### src/rtl/mdr_mem_port.sv
`default_nettype none
// ============================================================================
// Module      : mdr_mem_port
// Description : Memory data register with a req/ack handshake engine for
//               byte, halfword and full-width loads and stores.
// Revision    : 1.0 - initial release
// ============================================================================
module mdr_mem_port #(
    parameter int DATA_WIDTH = 32,
    parameter int LANES      = DATA_WIDTH / 8,
    parameter int LSB_W      = $clog2(LANES),
    parameter int TIMEOUT    = 16
) (
    input  logic                  clock,
    input  logic                  clear,
    input  logic [DATA_WIDTH-1:0] bus_in,
    input  logic                  mdr_in,
    input  logic                  mdr_out,
    output logic [DATA_WIDTH-1:0] bus_out,
    output logic                  bus_out_en,
    input  logic                  mem_read,
    input  logic                  mem_write,
    input  logic [1:0]            size,
    input  logic [LSB_W-1:0]      addr_lsb,
    input  logic                  unsigned_ld,
    output logic                  mem_req,
    output logic                  mem_we,
    output logic [LANES-1:0]      mem_be,
    output logic [DATA_WIDTH-1:0] mem_wdata,
    input  logic [DATA_WIDTH-1:0] mem_rdata,
    input  logic                  mem_ack,
    output logic                  busy,
    output logic                  done,
    output logic                  err
);

    localparam int CNT_W = $clog2(TIMEOUT + 1);
    localparam logic [CNT_W-1:0] c_cnt_last = CNT_W'(TIMEOUT - 1);

    typedef enum logic [1:0] {
        S_IDLE   = 2'd0,
        S_RD_REQ = 2'd1,
        S_WR_REQ = 2'd2
    } state_t;

    state_t                  r_state, w_state_nxt;
    logic [DATA_WIDTH-1:0]   r_data, w_data_nxt;
    logic                    r_req, w_req_nxt;
    logic                    r_we, w_we_nxt;
    logic [LANES-1:0]        r_be, w_be_nxt;
    logic [DATA_WIDTH-1:0]   r_wdata, w_wdata_nxt;
    logic [CNT_W-1:0]        r_cnt, w_cnt_nxt;
    logic                    r_done, w_done_nxt;
    logic                    r_err, w_err_nxt;
    logic [1:0]              r_size, w_size_nxt;
    logic [LSB_W-1:0]        r_lsb, w_lsb_nxt;
    logic                    r_unsigned, w_unsigned_nxt;

    logic                    w_cmd_bad;
    logic [LANES-1:0]        w_be_cmd;
    logic [DATA_WIDTH-1:0]   w_wdata_cmd;
    logic [DATA_WIDTH-1:0]   w_shift;
    logic [DATA_WIDTH-1:0]   w_load_val;

    assign w_cmd_bad = (size == 2'd3)
                    || ((size == 2'd2) && (addr_lsb != '0))
                    || ((size == 2'd1) && addr_lsb[0]);

    always_comb begin
        w_be_cmd    = '1;
        w_wdata_cmd = r_data;
        case (size)
            2'd0: begin
                w_be_cmd    = LANES'(1) << addr_lsb;
                w_wdata_cmd = {LANES{r_data[7:0]}};
            end
            2'd1: begin
                w_be_cmd    = LANES'(3) << addr_lsb;
                w_wdata_cmd = {(LANES/2){r_data[15:0]}};
            end
            default: ;
        endcase
    end

    // Full-width loads are always aligned, so the shift is zero for them.
    assign w_shift = mem_rdata >> {r_lsb, 3'b000};

    always_comb begin
        w_load_val = w_shift;
        case (r_size)
            2'd0: w_load_val = {{(DATA_WIDTH-8){w_shift[7] & ~r_unsigned}}, w_shift[7:0]};
            2'd1: w_load_val = {{(DATA_WIDTH-16){w_shift[15] & ~r_unsigned}}, w_shift[15:0]};
            default: ;
        endcase
    end

    always_comb begin
        w_state_nxt    = r_state;
        w_data_nxt     = r_data;
        w_req_nxt      = r_req;
        w_we_nxt       = r_we;
        w_be_nxt       = r_be;
        w_wdata_nxt    = r_wdata;
        w_cnt_nxt      = r_cnt;
        w_size_nxt     = r_size;
        w_lsb_nxt      = r_lsb;
        w_unsigned_nxt = r_unsigned;
        w_done_nxt     = 1'b0;
        w_err_nxt      = 1'b0;
        case (r_state)
            S_IDLE: begin
                if (mem_read && mem_write) begin
                    w_err_nxt = 1'b1;
                end else if ((mem_read || mem_write) && w_cmd_bad) begin
                    w_err_nxt = 1'b1;
                end else if (mem_read || mem_write) begin
                    w_state_nxt    = mem_read ? S_RD_REQ : S_WR_REQ;
                    w_req_nxt      = 1'b1;
                    w_we_nxt       = mem_write;
                    w_be_nxt       = w_be_cmd;
                    w_wdata_nxt    = mem_write ? w_wdata_cmd : '0;
                    w_cnt_nxt      = '0;
                    w_size_nxt     = size;
                    w_lsb_nxt      = addr_lsb;
                    w_unsigned_nxt = unsigned_ld;
                end else if (mdr_in) begin
                    w_data_nxt = bus_in;
                end
            end
            S_RD_REQ, S_WR_REQ: begin
                if (mem_ack || (r_cnt == c_cnt_last)) begin
                    w_state_nxt = S_IDLE;
                    w_req_nxt   = 1'b0;
                    w_we_nxt    = 1'b0;
                    w_be_nxt    = '0;
                    w_wdata_nxt = '0;
                    w_cnt_nxt   = '0;
                    w_done_nxt  = mem_ack;
                    w_err_nxt   = ~mem_ack;
                    if (mem_ack && (r_state == S_RD_REQ)) begin
                        w_data_nxt = w_load_val;
                    end
                end else begin
                    w_cnt_nxt = r_cnt + 1'b1;
                end
            end
            default: begin
                w_state_nxt = S_IDLE;
                w_req_nxt   = 1'b0;
                w_we_nxt    = 1'b0;
                w_be_nxt    = '0;
                w_wdata_nxt = '0;
                w_cnt_nxt   = '0;
            end
        endcase
    end

    always_ff @(posedge clock or negedge clear) begin
        if (!clear) begin
            r_state    <= S_IDLE;
            r_data     <= '0;
            r_req      <= 1'b0;
            r_we       <= 1'b0;
            r_be       <= '0;
            r_wdata    <= '0;
            r_cnt      <= '0;
            r_done     <= 1'b0;
            r_err      <= 1'b0;
            r_size     <= 2'd0;
            r_lsb      <= '0;
            r_unsigned <= 1'b0;
        end else begin
            r_state    <= w_state_nxt;
            r_data     <= w_data_nxt;
            r_req      <= w_req_nxt;
            r_we       <= w_we_nxt;
            r_be       <= w_be_nxt;
            r_wdata    <= w_wdata_nxt;
            r_cnt      <= w_cnt_nxt;
            r_done     <= w_done_nxt;
            r_err      <= w_err_nxt;
            r_size     <= w_size_nxt;
            r_lsb      <= w_lsb_nxt;
            r_unsigned <= w_unsigned_nxt;
        end
    end

    assign bus_out    = mdr_out ? r_data : '0;
    assign bus_out_en = mdr_out;
    assign mem_req    = r_req;
    assign mem_we     = r_we;
    assign mem_be     = r_be;
    assign mem_wdata  = r_wdata;
    assign busy       = (r_state != S_IDLE);
    assign done       = r_done;
    assign err        = r_err;

endmodule
`default_nettype wire
### config.mk
export PLATFORM = sky130hd
export DESIGN_NAME = mdr_mem_port
export DESIGN_NICKNAME = d
export VERILOG_FILES = /design/src/rtl/mdr_mem_port.sv
export SDC_FILE = /design/constraint.sdc
export NUM_CORES = 1
export LEC_CHECK = 0
export CORE_ASPECT_RATIO = 1.25
export CORE_MARGIN = 2
export CORE_UTILIZATION = 47
export CTS_BUF_LIST = sky130_fd_sc_hd__clkbuf_16
export CTS_CLUSTER_DIAMETER = 150
export DETAILED_ROUTE_END_ITERATION = 16
export PLACE_DENSITY = 0.84
export SLEW_MARGIN = 20
export SYNTH_ARGS = -nofsm -noshare
export SYNTH_HDL_FRONTEND = slang
export SYNTH_SLANG_ARGS = --single-unit
### constraint.sdc
create_clock -name clock -period 2.35 [get_ports clock]
set_input_delay 0.5875 -clock clock [delete_from_list [all_inputs] [get_ports clock]]
set_output_delay 0.5875 -clock clock [all_outputs]
set_load 0.01 [all_outputs]
# == After elaboration in Yosys (flattened, before gate mapping) ==
# Cells that the tools add are included.
# classes
addsub,1
bitwise,6
mux,48
reduce_logical,20
shifts,3
eq_ne,14
# op_table
operator,n
32-bit two-way mux,12
32-bit case mux with 2 select lines,4
32-bit by 5-bit >> shifter with 32-bit output,1
5-bit two-way mux,4
4-bit two-way mux,4
4-bit case mux with 2 select lines,2
2-bit != test (second input constant),7
1-bit two-way mux,12
2-bit two-way mux,5
5-bit case mux with 2 select lines,1
4-bit AND reduction,2
7-bit AND reduction,1
2-bit by 1-bit == test with 1-bit output (second input constant),3
2-bit == test (second input constant),3
2-bit zero test,3
1-bit case mux with 2 select lines,3
2-bit nonzero test,3
5-bit by 1-bit adder with 5-bit output (second input constant),1
5-bit by 4-bit == test with 1-bit output (second input constant),1
1-bit logical AND,5
1-bit logical OR,4
1-bit NOT,4
2-bit case mux with 2 select lines,1
1-bit by 2-bit << shifter with 4-bit output (first input constant),1
other kinds (4),5
# word_totals
out_inout_bits,74
elab_cells,104
regBits,84
inputBits,76

# == Depth between registers and ports, before layout ==
# depth
ltp_word,8
mapped_depth,9
mapped_depth_nobuf,7

# == Least setup slack after synthesis ==
# OpenSTA, ideal clock, no wires.
# synth_path
path_type,register to register
from,register r_cnt[0]
to,register r_wdata[12] (netlist: mem_wdata[12])
setup_time_ps,65
stages_incl_launch_ff,9
t_arrival_ps,2026
path_slack_ps,258
required_ps,2285
path_buffers,2
period_less_slack_ps,2092
path_cell_list,dfrtp_1 > ha_1 > and3_1 > ha_1 > or3_1 > clkbuf_1 > nand2_1 > clkbuf_1 > a22o_1
# synth_between
elab_chain_len,4
# synth_lines
element,line_no,source
start: declaration,52,"logic [CNT_W-1:0] r_cnt, w_cnt_nxt;"
start signal: assignment,179,r_cnt <= w_cnt_nxt;
5-bit by 4-bit == test with 1-bit output,131,if (mem_ack || (r_cnt == c_cnt_last)) begin
1-bit logical OR,131,
2-bit != test (no line),n/a,
4-bit AND reduction (no line),n/a,
end signal: assignment,178,r_wdata <= w_wdata_nxt;
end: declaration,51,"logic [DATA_WIDTH-1:0] r_wdata, w_wdata_nxt;"
# No other way between the ends.
# A chain may end at the register's enable or synchronous reset.

# == Worst setup path after layout ==
# layout_path
from,input mdr_out
to,output bus_out[27]
# layout_between
elab_chain_len,1
# layout_lines
element,line_no,source
start: declaration,18,"input logic mdr_out,"
32-bit two-way mux,188,assign bus_out = mdr_out ? r_data : '0;
end: declaration,19,"output logic [DATA_WIDTH-1:0] bus_out,"
# No other way between the ends.

==> results.json <==
{
  "path_clk_slew_ps": 60,
  "reg2reg_from": "r_state[0]",
  "core_area_um2": 10000,
  "die_width_um": 94.2,
  "drt-initial-drc-count": 300,
  "syn_area_um2": 4780,
  "synth_area_leaders": "dfrtp_1 (44%), mux2i_1 (7.1%), o21ai_0 (5.2%)",
  "first_pass_iters": 5,
  "synth.top_cell.area_share": 0.440,
  "num_antenna_cells": 0,
  "startpoint": "mdr_out",
  "post_dp_cell_area_um2": 6620,
  "postCtsHoldBufs": 0,
  "irDropWorstVdd_mv": 0.614,
  "cts_tree": "built",
  "power_mw": 8.52,
  "grt_max_degree": 44,
  "ys_warn_count": 0,
  "power_frac_clock": 0.148,
  "area_growth_pct": 45.1,
  "synth_cell_type_count": 47,
  "top_layer": "met4",
  "final.setup_skew_ps": 8.94,
  "fmax_ghz": 0.428,
  "clk_latency_ps": 340,
  "endpoint_kind": "output pin",
  "port_buffers": 149,
  "p_leak_nw": 3.19,
  "routedWlPerCell_um": 17.9,
  "nNetsFinal": 759,
  "reg2regPathDepth": 6,
  "synthXorXnorAreaFrac": 0.00183,
  "timing.hold.ws_ps": 224,
  "synth_compound_area_frac": 0.210,
  "hold_violations": 0,
  "vias": 4522,
  "synth-simple-area-share": 0.202,
  "routed_wl_mm": 14.6,
  "synth_edf_count": 0,
  "drv_slew": 0,
  "seq_power_share": 0.299,
  "syn_area_per_cell_um2": 9.34,
  "boundaryPins": 150,
  "critPathBufInv": 3,
  "netlist_instances": 512,
  "synth_mux_area_frac": 0.0877,
  "netlist.top_cell.by_area": "dfrtp_1",
  "cpPeakStageDelay_ps": 530,
  "grt_pass1_vias": 4388,
  "p_int_mw": 4.94,
  "start_util": 0.478,
  "layout-drive-gt1-share": 0.109,
  "hp-class": "input port to async pin",
  "numCtsBuffers": 9,
  "min_period_ps": 2340,
  "slew_headroom": 0.635,
  "vias_per_cell": 5.58,
  "synth_top_family_by_area": "compound AO/OA/AOI/OAI gates",
  "r2r-end": "r_data[4]",
  "status": "complete, no violations",
  "path_delay_family": "buffers and inverters",
  "swShare": 0.420,
  "cts_sinks": 84,
  "rows": 41,
  "combPwrFrac": 0.553,
  "wl_met3_um": 725,
  "wl_met1_mm": 5.94,
  "seq_area_frac_synth": 0.440,
  "antenna_left": 0,
  "grt_pass1_wl_mm": 22.6,
  "power_switching_mw": 3.57,
  "chipHeight_um": 117,
  "rsz0062_at_grt": "no",
  "dr_wl_met2_mm": 7.42,
  "async_flop_share": 1.00,
  "final_area_um2": 6940,
  "synthTopCellsByCount": "dfrtp_1 (84), nand2_1 (52), o21ai_0 (50)",
  "post-route-drc-count": 0,
  "syn_nets": 593,
  "cp_slowest_cell": "clkdlybuf4s50_1",
  "synth_most_common_cell": "dfrtp_1",
  "critPathRequiredTime_ps": 1760,
  "synth-seq-cells": 84,
  "reg2reg_setup_slack_ps": 210,
  "dominantRegCellSynth": "dfrtp_1",
  "worstSetupPathType": "input port to output pin",
  "antenna_found_initial": 0,
  "htreeDepth": 3,
  "setup_violations": 0,
  "critPathArrivalTime_ps": 1750,
  "cp_cell_sequence": "clkdlybuf4s15_2 -> bufbuf_16 -> and2_1 -> clkdlybuf4s50_1",
  "routabilityCongestion": 0.930,
  "cts_max_path_buffers": 2,
  "grt-ovfl-total": 0,
  "path_max_fanout": 16,
  "max_cap_viol_count": 0,
  "fin_crit_sh": 0.994,
  "die_area_um2": 11000,
  "power-per-cell-area_nw_per_um2": 1230,
  "synth-adder-area-share": 0.0131,
  "hpwl_mm": 11.2,
  "start_kind": "input port",
  "tightest_slew_ps": 546,
  "grtUsageTotal": 0.271,
  "cts-root-buf": "clkbuf_16"
}
==> power groups by stage <==
stage	combinational, mW	sequential, mW	clock, mW
floorplan	2.77	2.46	0
global placement	4.55	2.54	0
detailed placement	4.68	2.55	0
CTS	4.71	2.53	1.27
global route	5.14	2.60	1.33
finish	4.71	2.55	1.26
==> worst max path at each step <==
stage	to	slack (ps)	cells past startpoint
3_3_place_gp	bus_out[26]	-160	4
4_1_cts	bus_out[6]	20	4
6_report	bus_out[27]	10	4
2_1_floorplan	mem_wdata[12]	260	8
5_1_grt	bus_out[9]	3	4
3_5_place_dp	bus_out[12]	-200	4
==> flip-flops by register name (all words and copies together), names as in the netlist <==
register / cells
r_data: 32
r_lsb: 2
mem_be: 4
err: 1
mem_wdata: 32
done: 1
r_state: 2
r_cnt: 5
mem_we: 1
r_size: 2
r_unsigned: 1
mem_req: 1
==> logic make-up (layout without fill, tap and decap cells) <==
kind of cell	count (synthesis)	count (layout)
AO/OA/AOI/OAI	154	154
XOR/XNOR	1	1
adder cells (fa/ha/maj)	5	5
buffers and inverters	45	215
flip-flops	84	84
multiplexers	40	40
AND/OR/NAND/NOR	183	183
==> layout by cell type, fill, tap and decap left out, drive strengths merged, types with 10 or more instances in the layout <==
cell           Yosys  layout
nand2b            16      16
dfrtp             84      84
nand2             52      52
clkdlybuf4s50      0     134
or3               11      11
a21oi             34      34
nand3             10      10
mux2i             34      34
nor2b             16      16
a22o              24      24
buf               15      44
o21ai             55      55
dlymetal6s2s       0      11
a211oi            14      14
and2              34      34
nor2              33      33
==> metrics by stage <==
stage               utilization  std cells  setup TNS (ps)  setup slack, ps
floorplan                     -        512               0              258
finish                    0.693        811               0             14.9
detailed placement        0.662        795          -12930             -204
global route              0.693        811               0             3.23
CTS                       0.691        811               0             21.2
global placement          0.662        795          -11060             -160
==> per-layer routing <==
layer	global-route usage	vias to the layer above
li1	-	2145
met1	0.350	2160
met2	0.458	185
met3	0.0271	32
met4	0.129	0
met5	0	-
==> timing repair <==
item                                   4_1_cts  5_1_grt
endpoints found under the hold margin        0        0
resized for setup                            5       11
setup endpoints to repair                   34       11
cloned                                       1        0
buffers inserted                             0        0
==> cell type report <==
cell class,count,area [um2]
sequential,84,2100
tap,129,161
clock inverter,6,32.5
timing repair buffer,193,1920
fill,769,3070
multi-input combinational,383,2470
inverter,7,26.3
clock buffer,9,225
Power figures use the tool's default switching activity.
